[config.mk]
export PLATFORM = sky130hd
export DESIGN_NAME = sector_buf_arbiter_flat
export DESIGN_NICKNAME = d
export VERILOG_FILES = /design/src/rtl/floppy_pkg.sv /design/src/rtl/sector_buf_arbiter_if.sv /design/src/rtl/sector_buf_arbiter_edge_strobe.sv /design/src/rtl/sector_buf_arbiter.sv /design/src/flat_wrapper.sv
export SDC_FILE = /design/constraint.sdc
export NUM_CORES = 1
export LEC_CHECK = 0
export CORE_MARGIN = 5
export CORE_UTILIZATION = 40
export DETAILED_ROUTE_END_ITERATION = 12
export GPL_ROUTABILITY_DRIVEN = 1
export HOLD_SLACK_MARGIN = 0.12
export PLACE_DENSITY_LB_ADDON = 0.1
export SLEW_MARGIN = 5
export SYNTH_ARGS = -nofsm -noshare
export SYNTH_HDL_FRONTEND = slang
export SYNTH_HIERARCHICAL = 1
export SYNTH_SLANG_ARGS = --single-unit
[constraint.sdc]
create_clock -name clk -period 6.75 [get_ports clk]
set_input_delay 2.025 -clock clk [delete_from_list [all_inputs] [get_ports clk]]
set_output_delay 2.025 -clock clk [all_outputs]
set_load 0.02 [all_outputs]
[src/rtl/floppy_pkg.sv]
// Shared definitions for the floppy sector-buffer logic: default widths,
// arbiter FSM states and the side encoding used to index per-side state.
package floppy_pkg;

  localparam int AW = 9;
  localparam int DW = 8;

  localparam bit SIDE_CPU = 1'b0;
  localparam bit SIDE_FDC = 1'b1;

  typedef enum logic [1:0] {
    ST_IDLE = 2'd0,
    ST_ACC  = 2'd1,
    ST_DONE = 2'd2
  } state_e;

endpackage

[src/rtl/sector_buf_arbiter_if.sv]
// One requester's access port into the sector buffer (CPU or FDC side).
interface sector_buf_arbiter_if #(
  parameter int AW = floppy_pkg::AW,
  parameter int DW = floppy_pkg::DW
);
  logic          req;
  logic          we;
  logic [AW-1:0] addr;
  logic [DW-1:0] wdata;
  logic [DW-1:0] rdata;
  logic          done;

  modport master (output req, we, addr, wdata, input rdata, done);
  modport slave  (input req, we, addr, wdata, output rdata, done);
endinterface

[src/rtl/sector_buf_arbiter_edge_strobe.sv]
// Registered rising-edge detector for a clk-synchronous level such as phi_0.
module edge_strobe (
  input  logic clk,
  input  logic rst,
  input  logic level_i,
  output logic strobe_o
);
  logic level_q;
  logic strobe_q;

  always_ff @(posedge clk or posedge rst) begin
    if (rst) begin
      level_q  <= 1'b0;
      strobe_q <= 1'b0;
    end else begin
      level_q  <= level_i;
      strobe_q <= level_i & ~level_q;
    end
  end

  assign strobe_o = strobe_q;
endmodule

[src/rtl/sector_buf_arbiter.sv]
// Serialises CPU and FDC accesses onto one single-port sector RAM: CPU has
// priority, but an FDC request that has waited STARVE_MAX cycles wins ties.
module sector_buf_arbiter #(
  parameter int AW         = floppy_pkg::AW,
  parameter int DW         = floppy_pkg::DW,
  parameter int STARVE_MAX = 4
) (
  input  logic                clk,
  input  logic                rst,
  input  logic                phi_0_i,
  input  logic                fdc_clk_i,
  sector_buf_arbiter_if.slave cpu_if,
  sector_buf_arbiter_if.slave fdc_if,
  output logic                ram_en_o,
  output logic                ram_we_o,
  output logic [AW-1:0]       ram_addr_o,
  output logic [DW-1:0]       ram_wdata_o,
  input  logic [DW-1:0]       ram_rdata_i,
  input  logic                err_clr_i,
  output logic [1:0]          ovr_err_o
);
  import floppy_pkg::*;

  localparam int            CW      = $clog2(STARVE_MAX + 1);
  localparam logic [CW-1:0] CNT_MAX = CW'(STARVE_MAX);

  // Per-side vectors, bit/element index = side encoding.
  logic [1:0]    level, strobe, req_in, we_in;
  logic [AW-1:0] addr_in  [2];
  logic [DW-1:0] wdata_in [2];

  assign level                = {fdc_clk_i, phi_0_i};
  assign req_in               = {fdc_if.req, cpu_if.req};
  assign we_in                = {fdc_if.we, cpu_if.we};
  assign addr_in[SIDE_CPU]    = cpu_if.addr;
  assign addr_in[SIDE_FDC]    = fdc_if.addr;
  assign wdata_in[SIDE_CPU]   = cpu_if.wdata;
  assign wdata_in[SIDE_FDC]   = fdc_if.wdata;

  genvar gi;
  for (gi = 0; gi < 2; gi++) begin : g_strobe
    edge_strobe u_edge (
      .clk      (clk),
      .rst      (rst),
      .level_i  (level[gi]),
      .strobe_o (strobe[gi])
    );
  end

  state_e        state_q, state_d;
  logic [1:0]    pend_q, pend_d, lat_we_q, lat_we_d;
  logic [AW-1:0] lat_addr_q  [2];
  logic [AW-1:0] lat_addr_d  [2];
  logic [DW-1:0] lat_wdata_q [2];
  logic [DW-1:0] lat_wdata_d [2];
  logic [CW-1:0] cnt_q, cnt_d;
  logic          acc_side_q, acc_side_d, acc_we_q, acc_we_d;
  logic          ram_en_q, ram_en_d, ram_we_q, ram_we_d;
  logic [AW-1:0] ram_addr_q, ram_addr_d;
  logic [DW-1:0] ram_wdata_q, ram_wdata_d;
  logic [DW-1:0] rdata_q [2];
  logic [DW-1:0] rdata_d [2];
  logic [1:0]    done_q, done_d, ovr_q, ovr_d;
  logic          gnt_any, gnt_side;
  logic [1:0]    gnt, ovr_set;

  always_comb begin
    state_d     = state_q;
    pend_d      = pend_q;
    lat_we_d    = lat_we_q;
    lat_addr_d  = lat_addr_q;
    lat_wdata_d = lat_wdata_q;
    cnt_d       = cnt_q;
    acc_side_d  = acc_side_q;
    acc_we_d    = acc_we_q;
    ram_en_d    = 1'b0;
    ram_we_d    = 1'b0;
    ram_addr_d  = ram_addr_q;
    ram_wdata_d = ram_wdata_q;
    rdata_d     = rdata_q;
    done_d      = 2'b00;
    ovr_set     = 2'b00;
    gnt         = 2'b00;

    // IDLE and DONE are both arbitration points; ACC always hands over to DONE.
    gnt_any  = (state_q != ST_ACC) && (pend_q != 2'b00);
    gnt_side = (pend_q[SIDE_FDC] && (!pend_q[SIDE_CPU] || cnt_q == CNT_MAX)) ? SIDE_FDC : SIDE_CPU;
    if (gnt_any) gnt[gnt_side] = 1'b1;

    unique case (state_q)
      ST_IDLE: state_d = gnt_any ? ST_ACC : ST_IDLE;
      ST_ACC:  state_d = ST_DONE;
      ST_DONE: begin
        state_d            = gnt_any ? ST_ACC : ST_IDLE;
        done_d[acc_side_q] = 1'b1;
        if (!acc_we_q) rdata_d[acc_side_q] = ram_rdata_i;
      end
      default: state_d = ST_IDLE;
    endcase

    if (gnt_any) begin
      acc_side_d  = gnt_side;
      acc_we_d    = lat_we_q[gnt_side];
      ram_en_d    = 1'b1;
      ram_we_d    = lat_we_q[gnt_side];
      ram_addr_d  = lat_addr_q[gnt_side];
      ram_wdata_d = lat_wdata_q[gnt_side];
    end

    if (gnt[SIDE_FDC])                           cnt_d = '0;
    else if (pend_q[SIDE_FDC] && cnt_q != CNT_MAX) cnt_d = cnt_q + 1'b1;

    // A grant frees the slot in the same cycle, so a coincident strobe is a new request.
    pend_d = pend_q & ~gnt;
    for (int i = 0; i < 2; i++) begin
      if (strobe[i] && req_in[i]) begin
        if (pend_q[i] && !gnt[i]) begin
          ovr_set[i] = 1'b1;
        end else begin
          pend_d[i]      = 1'b1;
          lat_we_d[i]    = we_in[i];
          lat_addr_d[i]  = addr_in[i];
          lat_wdata_d[i] = wdata_in[i];
        end
      end
    end

    ovr_d = (ovr_q & ~{2{err_clr_i}}) | ovr_set;
  end

  always_ff @(posedge clk or posedge rst) begin
    if (rst) begin
      state_q     <= ST_IDLE;
      pend_q      <= '0;
      lat_we_q    <= '0;
      lat_addr_q  <= '{default: '0};
      lat_wdata_q <= '{default: '0};
      cnt_q       <= '0;
      acc_side_q  <= 1'b0;
      acc_we_q    <= 1'b0;
      ram_en_q    <= 1'b0;
      ram_we_q    <= 1'b0;
      ram_addr_q  <= '0;
      ram_wdata_q <= '0;
      rdata_q     <= '{default: '0};
      done_q      <= '0;
      ovr_q       <= '0;
    end else begin
      state_q     <= state_d;
      pend_q      <= pend_d;
      lat_we_q    <= lat_we_d;
      lat_addr_q  <= lat_addr_d;
      lat_wdata_q <= lat_wdata_d;
      cnt_q       <= cnt_d;
      acc_side_q  <= acc_side_d;
      acc_we_q    <= acc_we_d;
      ram_en_q    <= ram_en_d;
      ram_we_q    <= ram_we_d;
      ram_addr_q  <= ram_addr_d;
      ram_wdata_q <= ram_wdata_d;
      rdata_q     <= rdata_d;
      done_q      <= done_d;
      ovr_q       <= ovr_d;
    end
  end

  assign ram_en_o     = ram_en_q;
  assign ram_we_o     = ram_we_q;
  assign ram_addr_o   = ram_addr_q;
  assign ram_wdata_o  = ram_wdata_q;
  assign ovr_err_o    = ovr_q;
  assign cpu_if.rdata = rdata_q[SIDE_CPU];
  assign cpu_if.done  = done_q[SIDE_CPU];
  assign fdc_if.rdata = rdata_q[SIDE_FDC];
  assign fdc_if.done  = done_q[SIDE_FDC];
endmodule

[src/flat_wrapper.sv]
// flat-port wrapper written by rule: the top's interface ports become plain ports
module sector_buf_arbiter_flat import floppy_pkg::*;
#(
  parameter int AW         = floppy_pkg::AW,
  parameter int DW         = floppy_pkg::DW,
  parameter int STARVE_MAX = 4
)
  (clk, rst, phi_0_i, fdc_clk_i, ram_en_o, ram_we_o, ram_addr_o, ram_wdata_o, ram_rdata_i, err_clr_i, ovr_err_o, cpu_if_req, cpu_if_we, cpu_if_addr, cpu_if_wdata, cpu_if_rdata, cpu_if_done, fdc_if_req, fdc_if_we, fdc_if_addr, fdc_if_wdata, fdc_if_rdata, fdc_if_done);
  sector_buf_arbiter_if #(.AW(AW), .DW(DW)) cpu_if_i ();
  sector_buf_arbiter_if #(.AW(AW), .DW(DW)) fdc_if_i ();
  input  logic clk;
  input  logic rst;
  input  logic phi_0_i;
  input  logic fdc_clk_i;
  output logic ram_en_o;
  output logic ram_we_o;
  output logic [AW-1:0] ram_addr_o;
  output logic [DW-1:0] ram_wdata_o;
  input  logic [DW-1:0] ram_rdata_i;
  input  logic err_clr_i;
  output logic [1:0] ovr_err_o;
  input wire logic [$bits(cpu_if_i.req)-1:0] cpu_if_req;
  input wire logic [$bits(cpu_if_i.we)-1:0] cpu_if_we;
  input wire logic [$bits(cpu_if_i.addr)-1:0] cpu_if_addr;
  input wire logic [$bits(cpu_if_i.wdata)-1:0] cpu_if_wdata;
  output wire logic [$bits(cpu_if_i.rdata)-1:0] cpu_if_rdata;
  output wire logic [$bits(cpu_if_i.done)-1:0] cpu_if_done;
  input wire logic [$bits(fdc_if_i.req)-1:0] fdc_if_req;
  input wire logic [$bits(fdc_if_i.we)-1:0] fdc_if_we;
  input wire logic [$bits(fdc_if_i.addr)-1:0] fdc_if_addr;
  input wire logic [$bits(fdc_if_i.wdata)-1:0] fdc_if_wdata;
  output wire logic [$bits(fdc_if_i.rdata)-1:0] fdc_if_rdata;
  output wire logic [$bits(fdc_if_i.done)-1:0] fdc_if_done;
  assign cpu_if_i.req = cpu_if_req;
  assign cpu_if_i.we = cpu_if_we;
  assign cpu_if_i.addr = cpu_if_addr;
  assign cpu_if_i.wdata = cpu_if_wdata;
  assign cpu_if_rdata = cpu_if_i.rdata;
  assign cpu_if_done = cpu_if_i.done;
  assign fdc_if_i.req = fdc_if_req;
  assign fdc_if_i.we = fdc_if_we;
  assign fdc_if_i.addr = fdc_if_addr;
  assign fdc_if_i.wdata = fdc_if_wdata;
  assign fdc_if_rdata = fdc_if_i.rdata;
  assign fdc_if_done = fdc_if_i.done;
  sector_buf_arbiter #(.AW(AW), .DW(DW), .STARVE_MAX(STARVE_MAX)) u_core (.clk(clk), .rst(rst), .phi_0_i(phi_0_i), .fdc_clk_i(fdc_clk_i), .cpu_if(cpu_if_i), .fdc_if(fdc_if_i), .ram_en_o(ram_en_o), .ram_we_o(ram_we_o), .ram_addr_o(ram_addr_o), .ram_wdata_o(ram_wdata_o), .ram_rdata_i(ram_rdata_i), .err_clr_i(err_clr_i), .ovr_err_o(ovr_err_o));
endmodule
**Word level (Yosys, flattened, before mapping)**

Cells that the tools add are included.

- Order comparisons: 7
- Bitwise operators: 14
- Add/subtract/negate cells: 1
- Reduce and logical (&&, ||, !) cells: 21
- Equality and inequality tests: 5
- Multiplexer cells: 32

Operator list:

| kind | count |
|---|---|
| $mux 8 | 4 |
| $mux 9 | 3 |
| $bwmux 16 | 1 |
| $mux 1 | 16 |
| $logic_and 1x1->1 | 10 |
| $demux 8 s1 | 1 |
| $mux 3 | 2 |
| $reduce_and 2->1 | 3 |
| $not 1->1 | 5 |
| $and 2x2->2 | 2 |
| $ge 2x2->1 const B | 2 |
| $lt 1x2->1 const B | 2 |
| $mux 2 | 2 |
| $not 1->2 | 2 |
| $not 2->2 | 2 |
| $pmux 2 s2 | 1 |
| $reduce_bool 2->1 | 2 |
| $add 3x1->3 const B | 1 |
| $eq 3x3->1 const B | 1 |
| $logic_not 1->1 | 3 |
| $ne 3x3->1 const B | 1 |
| $and 1x1->1 | 2 |
| $demux 1 s1 | 2 |
| $eq 2x1->1 const B | 1 |
| other kinds (8) | 9 |

- Bits in registers: 88
- Output and inout port bits: 39
- Word-level logic and storage cells: 103

**Depth between registers and ports, before layout**

Gate-level depths: netlist (run 1).

- Depth in word-level cells: 14
- Gate-level depth with buffers: 7
- Depth with buffers taken out: 6

**Modules after synthesis**

The synthesis (run 1) kept the hierarchy.

Modules (own cells, without submodules):

| module | times used | sequential area each (µm²) | cells an instance | area an instance (µm²) |
|---|---|---|---|---|
| sector_buf_arbiter | 1 | 2102.0 | 252 | 3474.6 |
| edge_strobe | 2 | 50.0 | 4 | 67.6 |

**Worst setup path after synthesis (run 1)**

No wires, ideal clock.

- Kind: input to register
- From: in fdc_if_req
- To: reg u_core/lat_addr_q[0] (netlist bit)
- Buffers on the path: 1
- Path slack: 4035 ps
- Required time: 6625 ps
- Setup time: 125 ps
- Arrival time: 2590 ps
- Stages: 3
- Cell sequence: nand3_4 > buf_6 > mux2_4

- Longest elaborated chain between the ends: 2

Ends and longest elaborated chain:

| what | RTL line | text |
|---|---|---|
| from (decl) | flat_wrapper.sv:28 | `input wire logic [$bits(fdc_if_i.req)-1:0] fdc_if_req;` |
| $logic_and 1x1->1 | sector_buf_arbiter.sv:116 | `if (strobe[i] && req_in[i]) begin` |
| $reduce_and 2->1 (no line) | - |  |
| to (signal assigned) | sector_buf_arbiter.sv:152 | `lat_addr_q <= lat_addr_d;` |
| to (decl) | sector_buf_arbiter.sv:52 | `logic [AW-1:0] lat_addr_q [2];` |

Every way passes these cells.
A chain may end at the register's enable or synchronous reset.

**Final worst setup path (run 1)**

- From: reg u_core.ram_addr_q[8], in the netlist u_core/ram_addr_o[8]
- To: out ram_addr_o[8]

RTL lines:

| what | RTL line | text |
|---|---|---|
| from (decl) | sector_buf_arbiter.sv:59 | `logic [AW-1:0] ram_addr_q, ram_addr_d;` |
| from (signal assigned) | sector_buf_arbiter.sv:159 | `ram_addr_q <= ram_addr_d;` |
| to (decl) | flat_wrapper.sv:17 | `output logic [AW-1:0] ram_addr_o;` |

No word-level cell between the ends.

==> results of run 1 <==
[cells in the mapped netlist]
library cell and count:
nor2b_1 2, a32o_1 1, o21ai_1 1, buf_2 3, mux2_4 20, o21ai_4 2
nor3_1 1, o21ai_0 5, nor2_1 3, dfrtp_1 88, nand2b_4 1, nor3b_2 1
a22oi_1 17, inv_4 1, a21boi_4 1, and3_4 1, inv_1 11, o211ai_1 1
buf_6 4, and2_1 1, a21oi_1 3, nand2_1 44, nand3_4 2, nor3b_1 1
nor3_2 1, clkbuf_1 1, and3b_1 1, o22ai_1 3, a21o_1 1, buf_4 1
a221oi_1 1, nor2b_4 2, mux2_2 32, ha_1 2
[layout make-up]
class                   count  area [um^2]
flip-flops and latches     88         2200
fillers                   789         3990
repair buffers             92          913
inverters                  12         48.8
multi-input cells         151         1290
clock inverters             4         45.0
clock buffers              11          141
well taps                 108          135
[registers in the layout (all words and copies together) (netlist names), 2 cells and up]
signal / flops
u_core/lat_addr_q: 18
u_core/lat_wdata_q: 16
u_core/ram_addr_o: 9
u_core/cpu_if.rdata: 8
u_core/fdc_if.rdata: 8
u_core/ram_wdata_o: 8
u_core/cnt_q: 3
u_core/done_q: 2
u_core/g_strobe.u_edge/level_q: 2
u_core/g_strobe.u_edge/strobe_o: 2
u_core/lat_we_q: 2
u_core/ovr_err_o: 2
u_core/pend_q: 2
u_core/state_q: 2
[per-stage QoR]
step	instances	hold WS (ns)	instance area, um^2	worst slack, ns
3_5_place_dp	451	0.437	4590	3.19
4_1_cts	466	0.447	4780	3.37
6_report	466	0.444	4780	3.39
5_1_grt	466	0.459	4780	3.33
3_3_place_gp	451	0.436	4590	3.19
2_1_floorplan	260	0.429	3610	2.56
[metal layers]
metal / wire length [um] / track usage, % / up-vias
met4: 66 / 4.66 / 0
met3: 462 / 3.82 / 7
li1: - / - / 1078
met1: 3410 / 18.0 / 1100
met2: 3320 / 20.5 / 65
met5: 0 / 0 / -
[logic make-up after synthesis]
kind of cell / Yosys count / share of synthesized area [%]
flip-flops: 88 / 61.0
multiplexers: 52 / 18.3
AND/OR/NAND/NOR: 61 / 9.05
AO/OA/AOI/OAI: 36 / 7.66
buffers and inverters: 21 / 3.29
adder cells (fa/ha/maj): 2 / 0.693
[worst max path at each step]
stage                                                start                            endpoint  cells after the start
final                     u_core/ram_addr_o[8]$_DFFE_PP0N_                       ram_addr_o[8]                      1
after global placement                                 rst           u_core/ram_en_o$_DFF_PP0_                      3
after CTS                 u_core/ram_addr_o[2]$_DFFE_PP0N_                       ram_addr_o[2]                      1
after global routing                                   rst  u_core/fdc_if.rdata[2]$_DFFE_PP0P_                      3
after floorplan                                        rst       u_core/acc_side_q$_DFFE_PP0N_                      1
after detailed placement                               rst           u_core/ram_en_o$_DFF_PP0_                      3
[power by group through the flow]
stage                     Combinational [uW]  Clock [uW]  Sequential (uW)
final                                    585         348              772
after global routing                     624         380              793
after CTS                                596         360              774
after detailed placement                 595           0              783
after global placement                   585           0              780
after floorplan                          212           0              883
==> implementation parameters, run 1 <==
Parameter                              Value

Clock tree
  Post-cts hold buffer count ... 0
  Number of clock buffers inserted by TritonCTS ... 9
  Number of clock sinks ... 88
  Clock transition at path regs ... 0.08 ns
  Buffer type at the clock tree root ... clkbuf_8
  Number of setup buffers added after CTS ... 0
  CTS H-tree depth ... 3
  Maximum buffer depth of the clock tree ... 2
  Clock latency at the later pin of the worst-skew pair ... 0.34 ns
  Number of gates resized after CTS ... 0
  Clock tree from TritonCTS ... built

STA
  Share of the cycle needed by the critical path after routing ... 49.7%
  Final total negative setup slack ... 0 ns
  Number of hold-slack violations in the final timing report ... 0
  Clk_skew ... 0.0100 ns
  Maximum operating frequency ... 298 MHz
  Final slew viol count ... 0
  Shortest period the worst path allows ... 3.36 ns
  Worst rel slew slack ... 37.4%
  Final setup viols ... 0
  Unrepaired setup endpoints after global routing ... no
  Worst-margin pin slew ... 0.938 ns

Hold path
  Number of instances on the worst hold path ... 1
  Worst hold path class ... flip-flop to flip-flop
  Startpoint of the worst hold path ... u_core/g_strobe[1].u_edge/level_q$_DFF_PP0_
  Endpoint, Worst Hold ... u_core/g_strobe[1].u_edge/strobe_o$_DFF_PP0_

Power and ir drop
  Cell Int Power ... 1170 uW
  Peak supply drop ... 144 uV
  Clock Power Share ... 20.4%
  Switching Power ... 530 uW
  Leak Pwr ... 0.00217 uW
  Pwr Total ... 1700 uW
  Power per cell area ... 357 nW/um^2
  Fraction of power consumed by combinational cells ... 34.3%
  Sw Share ... 31.1%
  Sequential share of power ... 45.3%

Layout
  Ratio of cells with drive above 1 in the final layout ... 23.2%
  Most frequent standard cell in the layout excluding fill and tap cells ... clkdlybuf4s50_1
  Most frequent cells in the layout ... 89 x clkdlybuf4s50_1, 88 x dfrtp_1, 44 x nand2_1
  Area grow syn2layout ... 32.4%
  Number of nets in the final layout ... 407
  Antenna cells ... 0
  Final design utilization ... 54.5%

Routing
  Remaining number of nets flagged by the antenna check after routing ... 0
  DRC Markers ... 0
  Wire length per cell after detailed routing ... 15.6 um
  WL final ... 7260 um
  Via density ... 4.83
  Count of TritonRoute iterations in the first routing pass ... 4
  Vias post-DR ... 2,250
  DRT iter0 DRCs ... 63

Floorplan
  Overall die area ... 11,000 um^2
  Placement row count ... 34
  Horizontal extent of the die ... 105 um
  Die span in y ... 105 um
  Total core area ... 8760 um^2
  I/O pin total ... 90
  Initial core utilization ... 41.2%

Placed design
  Sum of net half-perimeters after detailed placement ... 5050 um
  Routability congestion estimate from global placement ... 0.746
  IO buf count ... 89

Synth
  Sequential element share of the synthesized area ... 61.0%
  Netlist cell types ... 34
  Synth Register Bits ... 88
  Most area-hungry cell type in the Yosys netlist ... dfrtp_1
  Netlist Area Pre-Place ... 3610 um^2
  Synthesized net count ... 313
  YS warnings ... 6
  Post-synthesis average cell area ... 13.9 um^2
  Cells taking the most area after synthesis ... dfrtp_1 61%, mux2_2 10%, mux2_4 8.3%
  Area share of the largest cell type after synthesis ... 61.0%
  Post-Syn Instances ... 260

Global routing
  First-pass GRT wire length ... 12,000 um
  Via count of the first global-routing pass ... 2,369
  Total routing resource utilization after global routing ... 13.3%
  Number of antenna violations at the first check in global routing ... 0
  Residual overflow from global routing ... 0
  Maximum number of pins on one net before global-route repair ... 69

Critical path
  Capturing element type of the critical path ... primary output
  Critical path class ... flip-flop to primary output
  Critical Path RT ... 4.72 ns
  Top delay family on crit path ... buffers and inverters
  Depth of the worst register-to-register path ... 6
  Setup slack of the worst register-to-register path ... 4.74 ns
  Max Fanout on Critical Path ... 2
  Startpoint of the worst register-to-register path ... u_core/cnt_q[0]$_DFFE_PP0P_
  Highest cell delay on the worst timing path ... 0.62 ns
  Sequence of cells on the critical path ... clkdlybuf4s50_1
  Startpoint kind of the worst setup timing path ... flip-flop
  Crit path max-delay cell type ... clkdlybuf4s50_1
  Sum of buffers and inverters on the critical path ... 1
  Endpoint of the worst register-to-register path ... u_core/lat_wdata_q[13]$_DFFE_PP0P_
  Data arrival, critical path ... 1.33 ns

Run
  Maximum Capacitance Violations ... 0

Outcome
  Status ... finished clean
Power figures use the tool's default switching activity.
==> run 2, diff against run 1 <==
Clock period 6.75 ns to 3.4 ns, I/O delays scaled along.
==> implementation parameters, run 2 (synthesized netlist as in run 1, its figures left out) <==
Parameter                              Value

Outcome
  Status ... finished clean (unchanged)

Global routing
  Routing usage on met1 ... 19.2% (was 18.0%)
  Layer with the highest usage after global routing ... met2 (unchanged)
  Residual overflow from global routing ... 0 (unchanged)
  Number of antenna violations at the first check in global routing ... 0 (unchanged)
  Total routing resource utilization after global routing ... 14.3% (was 13.3%)
  Maximum number of pins on one net before global-route repair ... 65 (was 69)
  Met2 track demand over resource ... 22.5% (was 20.5%)
  First-pass GRT wire length ... 12,800 um (was 12,000 um)
  Via count of the first global-routing pass ... 2,488 (was 2,369)
  GR Util met3 ... 3.58% (was 3.82%)

Routing
  Remaining number of nets flagged by the antenna check after routing ... 0 (unchanged)
  DRC Markers ... 0 (unchanged)
  Count of TritonRoute iterations in the first routing pass ... 4 (unchanged)
  Vias post-DR ... 2,255 (was 2,250)
  Via density ... 4.83 (about the same)
  Wire length per cell after detailed routing ... 16.2 um (was 15.6 um)
  WL final ... 7550 um (was 7260 um)
  DRT iter0 DRCs ... 72 (was 63)

Clock tree
  Clock transition at path regs ... 0.09 ns (was 0.08 ns)
  Number of clock sinks ... 88 (unchanged)
  CTS H-tree depth ... 3 (unchanged)
  Number of setup buffers added after CTS ... 0 (unchanged)
  Clock latency at the later pin of the worst-skew pair ... 0.35 ns (was 0.34 ns)
  Maximum buffer depth of the clock tree ... 2 (unchanged)
  Post-cts hold buffer count ... 0 (unchanged)
  Clock tree from TritonCTS ... built (unchanged)
  Buffer type at the clock tree root ... clkbuf_8 (unchanged)
  Number of gates resized after CTS ... 0 (unchanged)
  Number of clock buffers inserted by TritonCTS ... 9 (unchanged)

Layout
  Ratio of cells with drive above 1 in the final layout ... 23.4% (was 23.2%)
  Most frequent standard cell in the layout excluding fill and tap cells ... clkdlybuf4s50_1 (unchanged)
  FF+latch area ... 2200 um^2 (unchanged)
  Filler instances ... 759 (was 789)
  Area of the multi-input gates ... 1290 um^2 (unchanged)
  Number of nets in the final layout ... 407 (unchanged)
  Largest register FFs ... 18 (unchanged)
  Area grow syn2layout ... 34.3% (was 32.4%)
  Antenna cells ... 0 (unchanged)
  Reg with most FFs ... u_core/lat_addr_q (unchanged)
  Most frequent cells in the layout ... 89 x clkdlybuf4s50_1, 88 x dfrtp_1, 44 x nand2_1 (unchanged)

Placed design
  Routability congestion estimate from global placement ... 0.752 (was 0.746)
  IO buf count ... 89 (unchanged)
  Sum of net half-perimeters after detailed placement ... 5100 um (was 5050 um)

Critical path
  Top delay family on crit path ... buffers and inverters (unchanged)
  Crit path max-delay cell type ... clkdlybuf4s50_1 (unchanged)
  Critical path class ... flip-flop to primary output (unchanged)
  Startpoint kind of the worst setup timing path ... flip-flop (unchanged)
  Capturing element type of the critical path ... primary output (unchanged)
  Sum of buffers and inverters on the critical path ... 1 (unchanged)
  Highest cell delay on the worst timing path ... 0.62 ns (about the same)
  Critical Path RT ... 2.38 ns (was 4.72 ns)
  Sequence of cells on the critical path ... clkdlybuf4s50_1 (unchanged)
  Data arrival, critical path ... 1.34 ns (was 1.33 ns)
  Max Fanout on Critical Path ... 2 (unchanged)

Floorplan
  Horizontal extent of the die ... 105 um (unchanged)
  Placement row count ... 34 (unchanged)
  Initial core utilization ... 41.2% (unchanged)
  Total core area ... 8760 um^2 (unchanged)
  Die span in y ... 105 um (unchanged)
  Overall die area ... 11,000 um^2 (unchanged)
  I/O pin total ... 90 (unchanged)

STA
  Worst-margin pin slew ... 0.943 ns (was 0.938 ns)
  Unrepaired setup endpoints after global routing ... no (unchanged)
  Worst rel slew slack ... 37.1% (was 37.4%)
  Final slew viol count ... 0 (unchanged)
  Shortest period the worst path allows ... 2.36 ns
  Share of the cycle needed by the critical path after routing ... 69.5%
  Fin Hold WS ... 0.445 ns (was 0.444 ns)
  Final total negative setup slack ... 0 ns (unchanged)
  Clk_skew ... 0.00985 ns (was 0.0100 ns)
  Final setup viols ... 0 (unchanged)
  Number of hold-slack violations in the final timing report ... 0 (unchanged)
  Maximum operating frequency ... 423 MHz

Run
  Maximum Capacitance Violations ... 0 (unchanged)

Power and ir drop
  Power per cell area ... 737 nW/um^2 (was 357 nW/um^2)
  Peak supply drop ... 314 uV (was 144 uV)
  Leak Pwr ... 0.00220 uW (was 0.00217 uW)

Hold path
  Worst hold path class ... flip-flop to flip-flop (unchanged)
run 2: through the flow:
step                      instance area (um^2)  cells  setup WS, ns  total power [uW]  utilization, %
after global routing                      4850    467         0.988              3770            55.3
after detailed placement                  4600    451         0.990              2740            52.5
final                                     4850    467          1.04              3570            55.3
after global placement                    4600    451         0.995              2710            52.5
after floorplan                           3610    260         0.215              2170               -
after CTS                                 4850    467          1.02              3620            55.3
run 2: worst paths after layout:
check                      slack (ns)                                      endpoint                                        start  depth (start not counted)
min reg2reg                      0.45  u_core/g_strobe[1].u_edge/strobe_o$_DFF_PP0_  u_core/g_strobe[1].u_edge/level_q$_DFF_PP0_                          1
min                              0.45  u_core/g_strobe[1].u_edge/strobe_o$_DFF_PP0_  u_core/g_strobe[1].u_edge/level_q$_DFF_PP0_                          1
max in group asynchronous        1.75            u_core/fdc_if.rdata[5]$_DFFE_PP0P_                                          rst                          3
max reg2reg                      1.41             u_core/lat_wdata_q[9]$_DFFE_PP0P_                  u_core/cnt_q[0]$_DFFE_PP0P_                          6
max                              1.04                                 ram_addr_o[7]             u_core/ram_addr_o[7]$_DFFE_PP0N_                          1
min in group asynchronous        0.89  u_core/g_strobe[1].u_edge/strobe_o$_DFF_PP0_                                          rst                          2
run 2: power by group:
part           switching (uW)  internal (uW)  total, uW
Sequential                180           1350       1530
Combinational             539            627       1170
Clock                     378            494        872
run 2: layout make-up:
| type | count | area share, % |
|---|---|---|
| Clock buffer | 10 | 2.63 |
| Timing Repair Buffer | 92 | 19.1 |
| Sequential cell | 88 | 45.4 |
| Inverter | 12 | 1.01 |
| Tap cell | 108 | 2.79 |
| Multi-Input combinational cell | 151 | 26.7 |
| Clock inverter | 6 | 2.40 |
run 2: layer usage:
layer	up-vias	wire length, um
li1	1078	-
met1	1101	3420
met2	66	3530
met3	10	479
met4	0	119
met5	-	0
==> run 3, diff against run 2 <==
Clock period 3.4 ns to 2 ns, I/O delays scaled along.
==> implementation parameters, run 3 (synthesized netlist as in run 1, its figures left out) <==
Parameter                              Value

Placed design
  Sum of net half-perimeters after detailed placement ... 5360 um (was 5100 um)
  Routability congestion estimate from global placement ... 0.745 (was 0.752)
  IO buf count ... 89 (unchanged)

Routing
  Count of TritonRoute iterations in the first routing pass ... 4 (unchanged)
  WL final ... 7490 um (was 7550 um)
  Remaining number of nets flagged by the antenna check after routing ... 0 (unchanged)
  Wire length per cell after detailed routing ... 15.7 um (was 16.2 um)
  Vias post-DR ... 2,321 (was 2,255)
  DRT iter0 DRCs ... 78 (was 72)
  Via density ... 4.87 (was 4.83)
  DRC Markers ... 0 (unchanged)

Clock tree
  Maximum buffer depth of the clock tree ... 2 (unchanged)
  Number of clock buffers inserted by TritonCTS ... 9 (unchanged)
  Number of clock sinks ... 88 (unchanged)
  Clock transition at path regs ... 0.08 ns (was 0.09 ns)
  Clock latency at the later pin of the worst-skew pair ... 0.35 ns (about the same)
  Clock tree from TritonCTS ... built (unchanged)
  Buffer type at the clock tree root ... clkbuf_8 (unchanged)
  CTS H-tree depth ... 3 (unchanged)

Layout
  Antenna cells ... 0 (unchanged)
  FF+latch area ... 2200 um^2 (unchanged)
  Filler instances ... 776 (was 759)
  Most frequent cells in the layout ... 88 x clkdlybuf4s50_1, 88 x dfrtp_1, 44 x nand2_1 (was 89 x clkdlybuf4s50_1, 88 x dfrtp_1, 44 x nand2_1)
  Area grow syn2layout ... 37.8% (was 34.3%)
  Ratio of cells with drive above 1 in the final layout ... 25.7% (was 23.4%)
  Reg with most FFs ... u_core/lat_addr_q (unchanged)
  Largest register FFs ... 18 (unchanged)
  Number of nets in the final layout ... 417 (was 407)
  Area of the multi-input gates ... 1290 um^2 (unchanged)

Critical path
  Depth of the worst register-to-register path ... 7 (was 6)
  Crit path max-delay cell type ... clkdlybuf4s50_1 (unchanged)
  Top delay family on crit path ... buffers and inverters (unchanged)
  Critical Path Stages ... 1 (unchanged)
  Startpoint of the worst register-to-register path ... u_core/cnt_q[0]$_DFFE_PP0P_ (unchanged)
  Startpoint kind of the worst setup timing path ... flip-flop (unchanged)
  Max Fanout on Critical Path ... 2 (unchanged)
  Sequence of cells on the critical path ... clkdlybuf4s50_1 (unchanged)
  Critical path class ... flip-flop to primary output (unchanged)
  Highest cell delay on the worst timing path ... 0.61 ns (was 0.62 ns)
  Critical Path RT ... 1.40 ns (was 2.38 ns)
  Endpoint of the worst register-to-register path ... u_core/lat_we_q[0]$_DFFE_PP0P_ (was u_core/lat_wdata_q[9]$_DFFE_PP0P_)
  Setup slack of the worst register-to-register path ... 0.17 ns (was 1.41 ns)
  Sum of buffers and inverters on the critical path ... 1 (unchanged)
  Data arrival, critical path ... 1.34 ns (about the same)
  Capturing element type of the critical path ... primary output (unchanged)

STA
  Shortest period the worst path allows ... 1.94 ns
  Unrepaired setup endpoints after global routing ... no (unchanged)
  Final setup viols ... 0 (unchanged)
  Worst-margin pin slew ... 0.253 ns (was 0.943 ns)
  Share of the cycle needed by the critical path after routing ... 97.2%
  Number of hold-slack violations in the final timing report ... 0 (unchanged)
  Clk_skew ... 0.00907 ns (was 0.00985 ns)
  Maximum operating frequency ... 514 MHz
  Final total negative setup slack ... 0 ns (unchanged)
  Final slew viol count ... 0 (unchanged)
  Worst rel slew slack ... 83.1% (was 37.1%)

Floorplan
  Total core area ... 8760 um^2 (unchanged)
  Horizontal extent of the die ... 105 um (unchanged)
  I/O pin total ... 90 (unchanged)
  Placement row count ... 34 (unchanged)
  Die span in y ... 105 um (unchanged)
  Initial core utilization ... 41.2% (unchanged)
  Overall die area ... 11,000 um^2 (unchanged)

Power and ir drop
  Peak supply drop ... 492 uV (was 314 uV)
  Leak Pwr ... 0.00228 uW (was 0.00220 uW)
  Pwr Total ... 6110 uW (was 3570 uW)
  Power per cell area ... 1230 nW/um^2 (was 737 nW/um^2)

Global routing
  Maximum number of pins on one net before global-route repair ... 43 (was 65)
  Residual overflow from global routing ... 0 (unchanged)
  Total routing resource utilization after global routing ... 14.1% (was 14.3%)
  Via count of the first global-routing pass ... 2,418 (was 2,488)
  First-pass GRT wire length ... 12,500 um (was 12,800 um)
  Number of antenna violations at the first check in global routing ... 0 (unchanged)

Outcome
  Status ... finished clean (unchanged)

Hold path
  Startpoint of the worst hold path ... u_core/g_strobe[1].u_edge/level_q$_DFF_PP0_ (unchanged)
  Endpoint, Worst Hold ... u_core/g_strobe[1].u_edge/strobe_o$_DFF_PP0_ (unchanged)
  Worst hold path class ... flip-flop to flip-flop (unchanged)
  Number of instances on the worst hold path ... 1 (unchanged)

Run
  Maximum Capacitance Violations ... 0 (unchanged)
==> run 3: how the worst max path moves through the flow <==
stage	from	to	slack (ns)
2_1_floorplan	u_core/cnt_q[0]$_DFFE_PP0P_	u_core/lat_addr_q[10]$_DFFE_PP0P_	0.23
3_3_place_gp	fdc_if_req	u_core/lat_wdata_q[0]$_DFFE_PP0P_	0.04
3_5_place_dp	fdc_if_req	u_core/lat_wdata_q[2]$_DFFE_PP0P_	0.003
4_1_cts	u_core/ram_addr_o[1]$_DFFE_PP0N_	ram_addr_o[1]	0.02
5_1_grt	u_core/ram_addr_o[8]$_DFFE_PP0N_	ram_addr_o[8]	0.006
6_report	u_core/ram_addr_o[1]$_DFFE_PP0N_	ram_addr_o[1]	0.06
==> run 3: through the flow <==
stage / cell area [um^2] / hold WS (ns) / utilization (%) / cells / worst slack, ns
floorplan: 3610 / 0.341 / - / 260 / 0.235
global placement: 4700 / 0.436 / 53.6 / 460 / 0.0406
detailed placement: 4700 / 0.438 / 53.6 / 460 / 0.00313
CTS: 4950 / 0.453 / 56.5 / 476 / 0.0172
global route: 4970 / 0.457 / 56.8 / 477 / 0.00565
finish: 4970 / 0.450 / 56.8 / 477 / 0.0555
==> run 3: where the power goes <==
group | switching [uW] | internal (uW)
registers | 299 | 2300
clock network | 632 | 871
logic | 914 | 1090
==> run 3: repair_timing <==
action                                  CTS  global route
hold buffers                              0             0
setup buffers                             0             1
gates resized for setup                   0             1
endpoints found under the setup margin    0             5
==> run 3: final cells by class <==
cell class                      count  area share, %
Inverter                           12           1.03
Sequential cell                    88           44.3
Clock buffer                       10           2.77
Multi-Input combinational cell    151           26.0
Timing Repair Buffer              102           20.9
Tap cell                          108           2.72
Clock inverter                      6           2.31
==> run 3: routing by layer <==
metal  vias to the layer above  track usage, %  wire [um]
met1                      1132            19.9       3460
met4                         0            6.03        120
met3                        10            3.08        411
met5                         -               0          0
met2                        78            21.1       3500
li1                       1101               -          -
